### config.mk
export PLATFORM = sky130hd
export DESIGN_NAME = lfp_dot_sched
export DESIGN_NICKNAME = d
export VERILOG_FILES = /design/src/rtl/lfp_pkg.sv /design/src/rtl/lfp_mac_pipe.sv /design/src/rtl/lfp_dot_sched.sv
export SDC_FILE = /design/constraint.sdc
export NUM_CORES = 1
export LEC_CHECK = 0
export ABC_CLOCK_PERIOD_IN_PS = 5200
export CAP_MARGIN = 20
export CORE_MARGIN = 10
export CORE_UTILIZATION = 25
export DETAILED_ROUTE_END_ITERATION = 8
export GPL_TIMING_DRIVEN = 0
export PLACE_DENSITY = 0.41
export SKIP_LAST_GASP = 1
export SLEW_MARGIN = 0
export SYNTH_ARGS = -nofsm -noshare
export SYNTH_HDL_FRONTEND = slang
export SYNTH_SLANG_ARGS = --single-unit
### constraint.sdc
create_clock -name clk -period 5.2 [get_ports clk]
set_clock_uncertainty 0.1 [all_clocks]
set_input_delay 1.04 -clock clk [delete_from_list [all_inputs] [get_ports clk]]
set_output_delay 1.04 -clock clk [all_outputs]
set_load 0.005 [all_outputs]
### src/rtl/lfp_pkg.sv
// Shared constants and types for the LFP dot-product datapath.
// Formats:
//   Q6.11 : 18-bit two's-complement fixed point, 11 fraction bits.
//   E3M4  : {sign, exp[2:0], mant[3:0]}, value = 1.mant * 2^(exp-4), exp==0 is zero.
//   E4M4  : {sign, exp[3:0], mant[3:0]}, value = 1.mant * 2^(exp-8), exp==0 is zero.
package lfp_pkg;

  localparam int Q_W    = 18;
  localparam int Q_FRAC = 11;
  localparam int E3M4_W = 8;
  localparam int E4M4_W = 9;

  localparam logic [E3M4_W-1:0] E3M4_ONE  = 8'h40;
  localparam int                E3M4_BIAS = int'(E3M4_ONE[6:4]);

  localparam logic [Q_W-1:0] Q6_11_MAX = 18'h1FFFF;
  localparam logic [Q_W-1:0] Q6_11_MIN = 18'h20000;

  typedef enum logic [1:0] {
    ST_IDLE  = 2'd0,
    ST_RUN   = 2'd1,
    ST_DRAIN = 2'd2,
    ST_DONE  = 2'd3
  } dot_state_t;

endpackage

### src/rtl/lfp_mac_pipe.sv
// Two-stage LFP multiply lane: Q6.11 x E3M4 -> Q6.11 product.
// Stage 1 converts the activation to E3M4 and multiplies into E4M4.
// Stage 2 converts the E4M4 product back to Q6.11 (magnitude clamped to 18'h1FFFF).
module lfp_mac_pipe
  import lfp_pkg::*;
(
  input  logic              clk,
  input  logic              rst_n,
  input  logic              in_valid,
  input  logic [Q_W-1:0]    x_q,
  input  logic [E3M4_W-1:0] w_fp,
  output logic              prod_valid,
  output logic [Q_W-1:0]    prod_q
);

  // Truncating conversion; magnitudes below 2^-3 flush to zero, above 15.5 saturate.
  function automatic logic [E3M4_W-1:0] q6_11_to_e3m4(input logic [Q_W-1:0] x);
    logic           sgn;
    logic [Q_W-1:0] mag;
    int             p;
    logic [E3M4_W-1:0] r;
    sgn = x[Q_W-1];
    mag = sgn ? (~x + 18'd1) : x;
    p = -1;
    for (int i = 0; i < Q_W; i++) begin
      if (mag[i]) p = i;
    end
    r = '0;
    if (p > Q_FRAC + 3) begin
      r = {sgn, 3'd7, 4'hF};
    end else if (p >= Q_FRAC - 3) begin
      r = {sgn, 3'(p - Q_FRAC + E3M4_BIAS), 4'(mag >> (p - 4))};
    end
    return r;
  endfunction

  // E3M4 x E3M4 -> E4M4; biases 4+4 map onto the E4M4 bias of 8, mantissa truncated.
  function automatic logic [E4M4_W-1:0] lfp_mult_e3m4(input logic [E3M4_W-1:0] a,
                                                      input logic [E3M4_W-1:0] b);
    logic [4:0] e;
    logic [9:0] prod;
    logic [3:0] m;
    if (a[6:4] == 3'd0 || b[6:4] == 3'd0) return '0;
    e    = {2'b00, a[6:4]} + {2'b00, b[6:4]};
    prod = 10'({1'b1, a[3:0]}) * 10'({1'b1, b[3:0]});
    if (prod[9]) begin
      e = e + 5'd1;
      m = 4'(prod >> 5);
    end else begin
      m = 4'(prod >> 4);
    end
    return {a[7] ^ b[7], e[3:0], m};
  endfunction

  function automatic logic [Q_W-1:0] e4m4_to_q6_11(input logic [E4M4_W-1:0] p);
    logic [19:0]    mag;
    logic [Q_W-1:0] r;
    if (p[7:4] == 4'd0) return '0;
    mag = 20'({1'b1, p[3:0]}) << (p[7:4] - 4'd1);
    if (mag > 20'h1FFFF) mag = 20'h1FFFF;
    r = 18'(mag);
    return p[8] ? (~r + 18'd1) : r;
  endfunction

  logic              s1_valid;
  logic [E4M4_W-1:0] s1_prod;

  // Stage 1: convert and multiply.
  always_ff @(posedge clk or negedge rst_n) begin
    if (!rst_n) begin
      s1_valid <= 1'b0;
      s1_prod  <= '0;
    end else begin
      s1_valid <= in_valid;
      s1_prod  <= lfp_mult_e3m4(q6_11_to_e3m4(x_q), w_fp);
    end
  end

  // Stage 2: back to fixed point for the accumulator.
  always_ff @(posedge clk or negedge rst_n) begin
    if (!rst_n) begin
      prod_valid <= 1'b0;
      prod_q     <= '0;
    end else begin
      prod_valid <= s1_valid;
      prod_q     <= e4m4_to_q6_11(s1_prod);
    end
  end

endmodule

### src/rtl/lfp_dot_sched.sv
// Sequential dot-product scheduler: streams (Q6.11, E3M4) pairs through one
// pipelined multiply lane and returns the Q6.11 sum over valid/ready.
// Build option: LFP_DOT_SAT_EN saturates out_q on overflow; otherwise out_q wraps.
//
// state    | meaning
// ---------+-------------------------------------------------
// ST_IDLE  | waiting for start; acc/cnt cleared on launch
// ST_RUN   | accepting pairs while cnt < len_r
// ST_DRAIN | all pairs accepted, waiting for lane to empty
// ST_DONE  | result presented until out_ready
module lfp_dot_sched
  import lfp_pkg::*;
#(
  parameter int MAX_LEN = 64,
  parameter int LEN_W   = 7,
  parameter int ACC_W   = 24
) (
  input  logic              clk,
  input  logic              rst_n,
  input  logic              start,
  input  logic [LEN_W-1:0]  len,
  output logic              busy,
  input  logic              in_valid,
  output logic              in_ready,
  input  logic [Q_W-1:0]    x_q,
  input  logic [E3M4_W-1:0] w_fp,
  output logic              out_valid,
  input  logic              out_ready,
  output logic [Q_W-1:0]    out_q,
  output logic              out_ovf
);

  dot_state_t       state, state_nxt;
  logic [LEN_W-1:0] len_r;
  logic [LEN_W-1:0] cnt;
  logic [LEN_W-1:0] len_clamped;
  logic [1:0]       inflight;
  logic [1:0]       inflight_nxt;
  logic [ACC_W-1:0] acc;
  logic [ACC_W-1:0] acc_nxt;
  logic [Q_W-1:0]   out_q_r;
  logic             out_ovf_r;
  logic             fire;
  logic             prod_valid;
  logic [Q_W-1:0]   prod_q;
  logic             acc_ovf;
  logic [Q_W-1:0]   acc_res;
  logic [ACC_W-Q_W:0] acc_hi;

  assign busy      = (state != ST_IDLE);
  assign in_ready  = (state == ST_RUN) && (cnt < len_r);
  assign fire      = in_valid && in_ready;
  assign out_valid = (state == ST_DONE);
  assign out_q     = out_q_r;
  assign out_ovf   = out_ovf_r;

  assign len_clamped = (len > LEN_W'(MAX_LEN)) ? LEN_W'(MAX_LEN) : len;

  lfp_mac_pipe u_mac (
    .clk        (clk),
    .rst_n      (rst_n),
    .in_valid   (fire),
    .x_q        (x_q),
    .w_fp       (w_fp),
    .prod_valid (prod_valid),
    .prod_q     (prod_q)
  );

  // Accumulator input, in-flight tracking and result formatting.
  always_comb begin
    acc_nxt      = acc;
    inflight_nxt = inflight + 2'(fire) - 2'(prod_valid);
    if (prod_valid) acc_nxt = acc + {{(ACC_W-Q_W){prod_q[Q_W-1]}}, prod_q};
    acc_hi  = acc_nxt[ACC_W-1:Q_W-1];
    acc_ovf = !((&acc_hi) || !(|acc_hi));
`ifdef LFP_DOT_SAT_EN
    acc_res = acc_ovf ? (acc_nxt[ACC_W-1] ? Q6_11_MIN : Q6_11_MAX) : acc_nxt[Q_W-1:0];
`else
    acc_res = acc_nxt[Q_W-1:0];
`endif
  end

  // Next-state logic.
  always_comb begin
    state_nxt = state;
    case (state)
      ST_IDLE:  if (start) state_nxt = (len == '0) ? ST_DONE : ST_RUN;
      ST_RUN:   if (fire && (cnt + LEN_W'(1) == len_r)) state_nxt = ST_DRAIN;
      ST_DRAIN: if (inflight_nxt == 2'd0) state_nxt = ST_DONE;
      ST_DONE:  if (out_ready) state_nxt = ST_IDLE;
      default:  state_nxt = ST_IDLE;
    endcase
  end

  // State register.
  always_ff @(posedge clk or negedge rst_n) begin
    if (!rst_n) state <= ST_IDLE;
    else        state <= state_nxt;
  end

  // Length capture, element counter, in-flight counter and accumulator.
  always_ff @(posedge clk or negedge rst_n) begin
    if (!rst_n) begin
      len_r    <= '0;
      cnt      <= '0;
      inflight <= '0;
      acc      <= '0;
    end else begin
      inflight <= inflight_nxt;
      if (state == ST_IDLE) begin
        if (start) len_r <= len_clamped;
        cnt <= '0;
        acc <= '0;
      end else begin
        if (fire) cnt <= cnt + LEN_W'(1);
        acc <= acc_nxt;
      end
    end
  end

  // Result register: loaded on entry to DONE, cleared after the handshake.
  always_ff @(posedge clk or negedge rst_n) begin
    if (!rst_n) begin
      out_q_r   <= '0;
      out_ovf_r <= 1'b0;
    end else if (state == ST_DONE) begin
      if (out_ready) begin
        out_q_r   <= '0;
        out_ovf_r <= 1'b0;
      end
    end else if (state_nxt == ST_DONE) begin
      if (state == ST_IDLE) begin
        out_q_r   <= '0;
        out_ovf_r <= 1'b0;
      end else begin
        out_q_r   <= acc_res;
        out_ovf_r <= acc_ovf;
      end
    end
  end

endmodule

==> summary.txt <==
Run status
  • Status: finished with violations
  • Violated checks: setup timing

Critical path
  • Crit-path slowest cell: or4_4
  • Setup crit end kind: flop
  • FF-to-FF End: out_ovf
  • WP data arrival: 8670 ps
  • Reg-to-Reg Start: len_r[1]
  • Largest stage delay, worst path: 570 ps
  • Worst reg2reg path depth: 24
  • Element type at the critical path start: input port
  • Critical path class: input port to flop
  • R2R Setup Slk: 360 ps
  • Crit path max fanout: 6
  • WP data required: 5340 ps

CTS
  • CTS Buf Count: 9
  • Worst-Skew Late Latency: 360 ps
  • H-tree lvl count: 3
  • Post-CTS Hold Buffers: 0
  • Root buffer cell: clkbuf_16
  • TritonCTS clock tree: done
  • Clock Tree Buf Depth: 2
  • CTS Sinks: 90
  • Clock slew at reported path FFs: 80 ps

Synth
  • Number of synthesized flops with an enable pin: 0
  • Asr flop ratio synth: 1.00
  • Seq/Total Area, Yosys: 0.262
  • Top FF cell, synth: dfrtp_1
  • Syn. warnings: 0
  • Yosys top cell by area: dfrtp_1
  • Synthesized Nets: 1,144
  • Top cell type's share of synthesized area: 0.262
  • Syn avg cell area: 8.33 µm²
  • Synthesis-stage register bit count: 90
  • Ranking of synthesized cells by area: dfrtp_1 26%, ha_1 9.6%, xnor2_1 4.8%
  • Mapped cell area: 8580 µm²
  • Gate Count Post-Synth: 1,030
  • Yosys cell types: 89

Drt
  • Wire per inst: 15.5 µm
  • Post-Route WL: 24,900 µm
  • Vias per inst: 4.91
  • Vias: 7,873
  • Number of detailed-route iterations in the first pass: 4
  • Initial DRC count: 368
  • Post-route DRC: 0
  • Antenna-violating nets left: 0

Layout
  • Core Util, Final: 0.330
  • Layout cells sized above 1: 0.187
  • Number of diodes: 0
  • Leading cell type in the layout, fill and taps excluded: nor2_1
  • Most frequent cells in the layout: 96 x nor2_1, 90 x dfrtp_1, 78 x nand2_1, 70 x a21oi_1, 61 x inv_1
  • Layout net count: 1,265
  • P&R area growth vs syn: 29.4%

GRT
  • Grt ovf: 0
  • Initial antenna violation count: 0
  • Largest net degree at the start of global routing: 55
  • Global Route Usage Sum: 0.119
  • First-pass GRT wire length: 41,100 µm
  • Vias in the first global route: 7,834

Place
  • Placer Congestion: 0.829
  • IO buf count: 52
  • Hpwl dp: 19,000 µm

Die
  • Initial Util: 0.255
  • Num rows: 67
  • Die area: 42,100 µm²
  • Ports: 60
  • CORE AREA: 33,700 µm²
  • Die W: 205 µm
  • Die Ht: 205 µm

Pwr
  • Clock Power Share: 0.159
  • P_int: 2.37 mW
  • Worst VDD drop: 0.000200 V
  • Switching pwr: 1.98 mW
  • Register share of total power: 0.203
  • Logic pwr share: 0.638
  • Leakage: 4.77 nW
  • Pwr dens: 391 nW/µm²
  • Sw Ratio: 0.455

Timing
  • Fin worst setup slack: -3330 ps
  • Max Slew Vio Count: 0
  • Unrepaired setup endpoints after global routing: true
  • Tightest Pin Transition: 862 ps
  • Max Freq: 117 MHz
  • Final-report hold violation count: 0
  • Slew HR: 0.423
  • Final Critical Period: 8530 ps
  • Final TNS setup: -26,290 ps
  • Final Setup Violations: 8
  • Tcrit/Tclk final: 1.64

Min path
  • Hold Crit Depth: 0
  • Hold Path Class: flop to flop
  • WHS Endpoint: u_mac.prod_valid
  • Hold Crit Start: u_mac.s1_valid

Run
  • Max-cap viol count: 0
-- power by group through the flow --
stage / Clock (mW) / Combinational [mW] / Sequential (mW)
floorplan: 0 / 1.95 / 0.870
global route: 0.746 / 3.13 / 0.890
detailed placement: 0 / 2.46 / 0.895
global placement: 0 / 2.47 / 0.895
CTS: 0.715 / 2.70 / 0.880
finish: 0.691 / 2.77 / 0.879
-- timing repair --
item                       in CTS  in global routing
pin swaps                      42                 24
gates resized for setup        74                 28
buffers inserted               41                 17
hold endpoints to repair        0                  0
setup endpoints to repair      28                 22
cloned                          2                  0
-- flip-flops by register name (all words and copies together) (netlist names) --
signal,count
len_r,7
cnt,7
u_mac.s1_valid,1
u_mac.prod_valid,1
u_mac.s1_prod,9
state,2
inflight,2
acc,24
out_ovf,1
u_mac.prod_q,18
out_q,18
-- synth_stat cells, types with 19 or more instances --
master    instances
mux2i_1          28
nor3_1           35
a22o_1           19
o21ai_0          54
a21oi_1          77
clkbuf_1         25
nor2_1          100
xnor2_1          47
inv_1            66
ha_1             66
nand3_1          33
nand2_1          80
xor2_1           28
dfrtp_1          90
-- worst max-delay path by stage --
stage,from,end,depth (start not counted)
after floorplan,x_q[0],u_mac.s1_prod[1],34
after global placement,x_q[17],u_mac.s1_prod[1],33
after detailed placement,x_q[17],u_mac.s1_prod[1],33
after CTS,x_q[0],u_mac.s1_prod[1],36
after global routing,x_q[0],u_mac.s1_prod[4],38
final,x_q[0],u_mac.s1_prod[3],37
-- critical path: cells and delay by family --
kind	cells	cell delay (ps)
compound gates	6	1090
buf+inv	11	1360
fa+ha+maj	6	1640
xor+xnor	1	160
simple gates	13	3380
-- per-layer routing --
layer	part of all wire	wire length (µm)	global-route usage	up-vias
met5	0	0	0	-
met4	0.011	270	0.0326	0
met3	0.021	535	0.0120	17
met2	0.48	12000	0.198	92
met1	0.49	12100	0.160	3774
li1	-	-	-	3990
-- kinds of logic after synthesis --
| logic type | count (synthesis) | share of synthesized area |
|---|---|---|
| and+or+nand+nor | 354 | 0.206 |
| AOI/OAI and AO/OA | 282 | 0.230 |
| buffers and inverters | 116 | 0.0583 |
| DFF | 90 | 0.262 |
| xor gates and xnor gates | 76 | 0.0798 |
| adders and majority gates | 76 | 0.120 |
| muxes | 36 | 0.0436 |
-- metrics by stage --
| step | instances | area, µm² | total power [mW] | hold WS [ps] | setup slack (ps) |
|---|---|---|---|---|---|
| detailed placement | 1532 | 9940 | 3.35 | 235 | -4880 |
| global placement | 1530 | 9910 | 3.36 | 233 | -4910 |
| finish | 1604 | 11100 | 4.34 | 252 | -3330 |
| CTS | 1589 | 10800 | 4.29 | 253 | -3300 |
| global route | 1604 | 11100 | 4.77 | 262 | -3650 |
| floorplan | 1030 | 8830 | 2.82 | 231 | -3150 |
-- final cells by class --
| class | instances | area [µm²] |
|---|---|---|
| fill | 3564 | 22600 |
| multi-input combinational | 824 | 6350 |
| sequential | 90 | 2250 |
| timing repair buffer | 114 | 1070 |
| tap | 448 | 561 |
| buffer | 41 | 289 |
| inverter | 71 | 279 |
| clock buffer | 10 | 229 |
| clock inverter | 6 | 73.8 |
No activity file was read; power rests on OpenSTA's default activity.
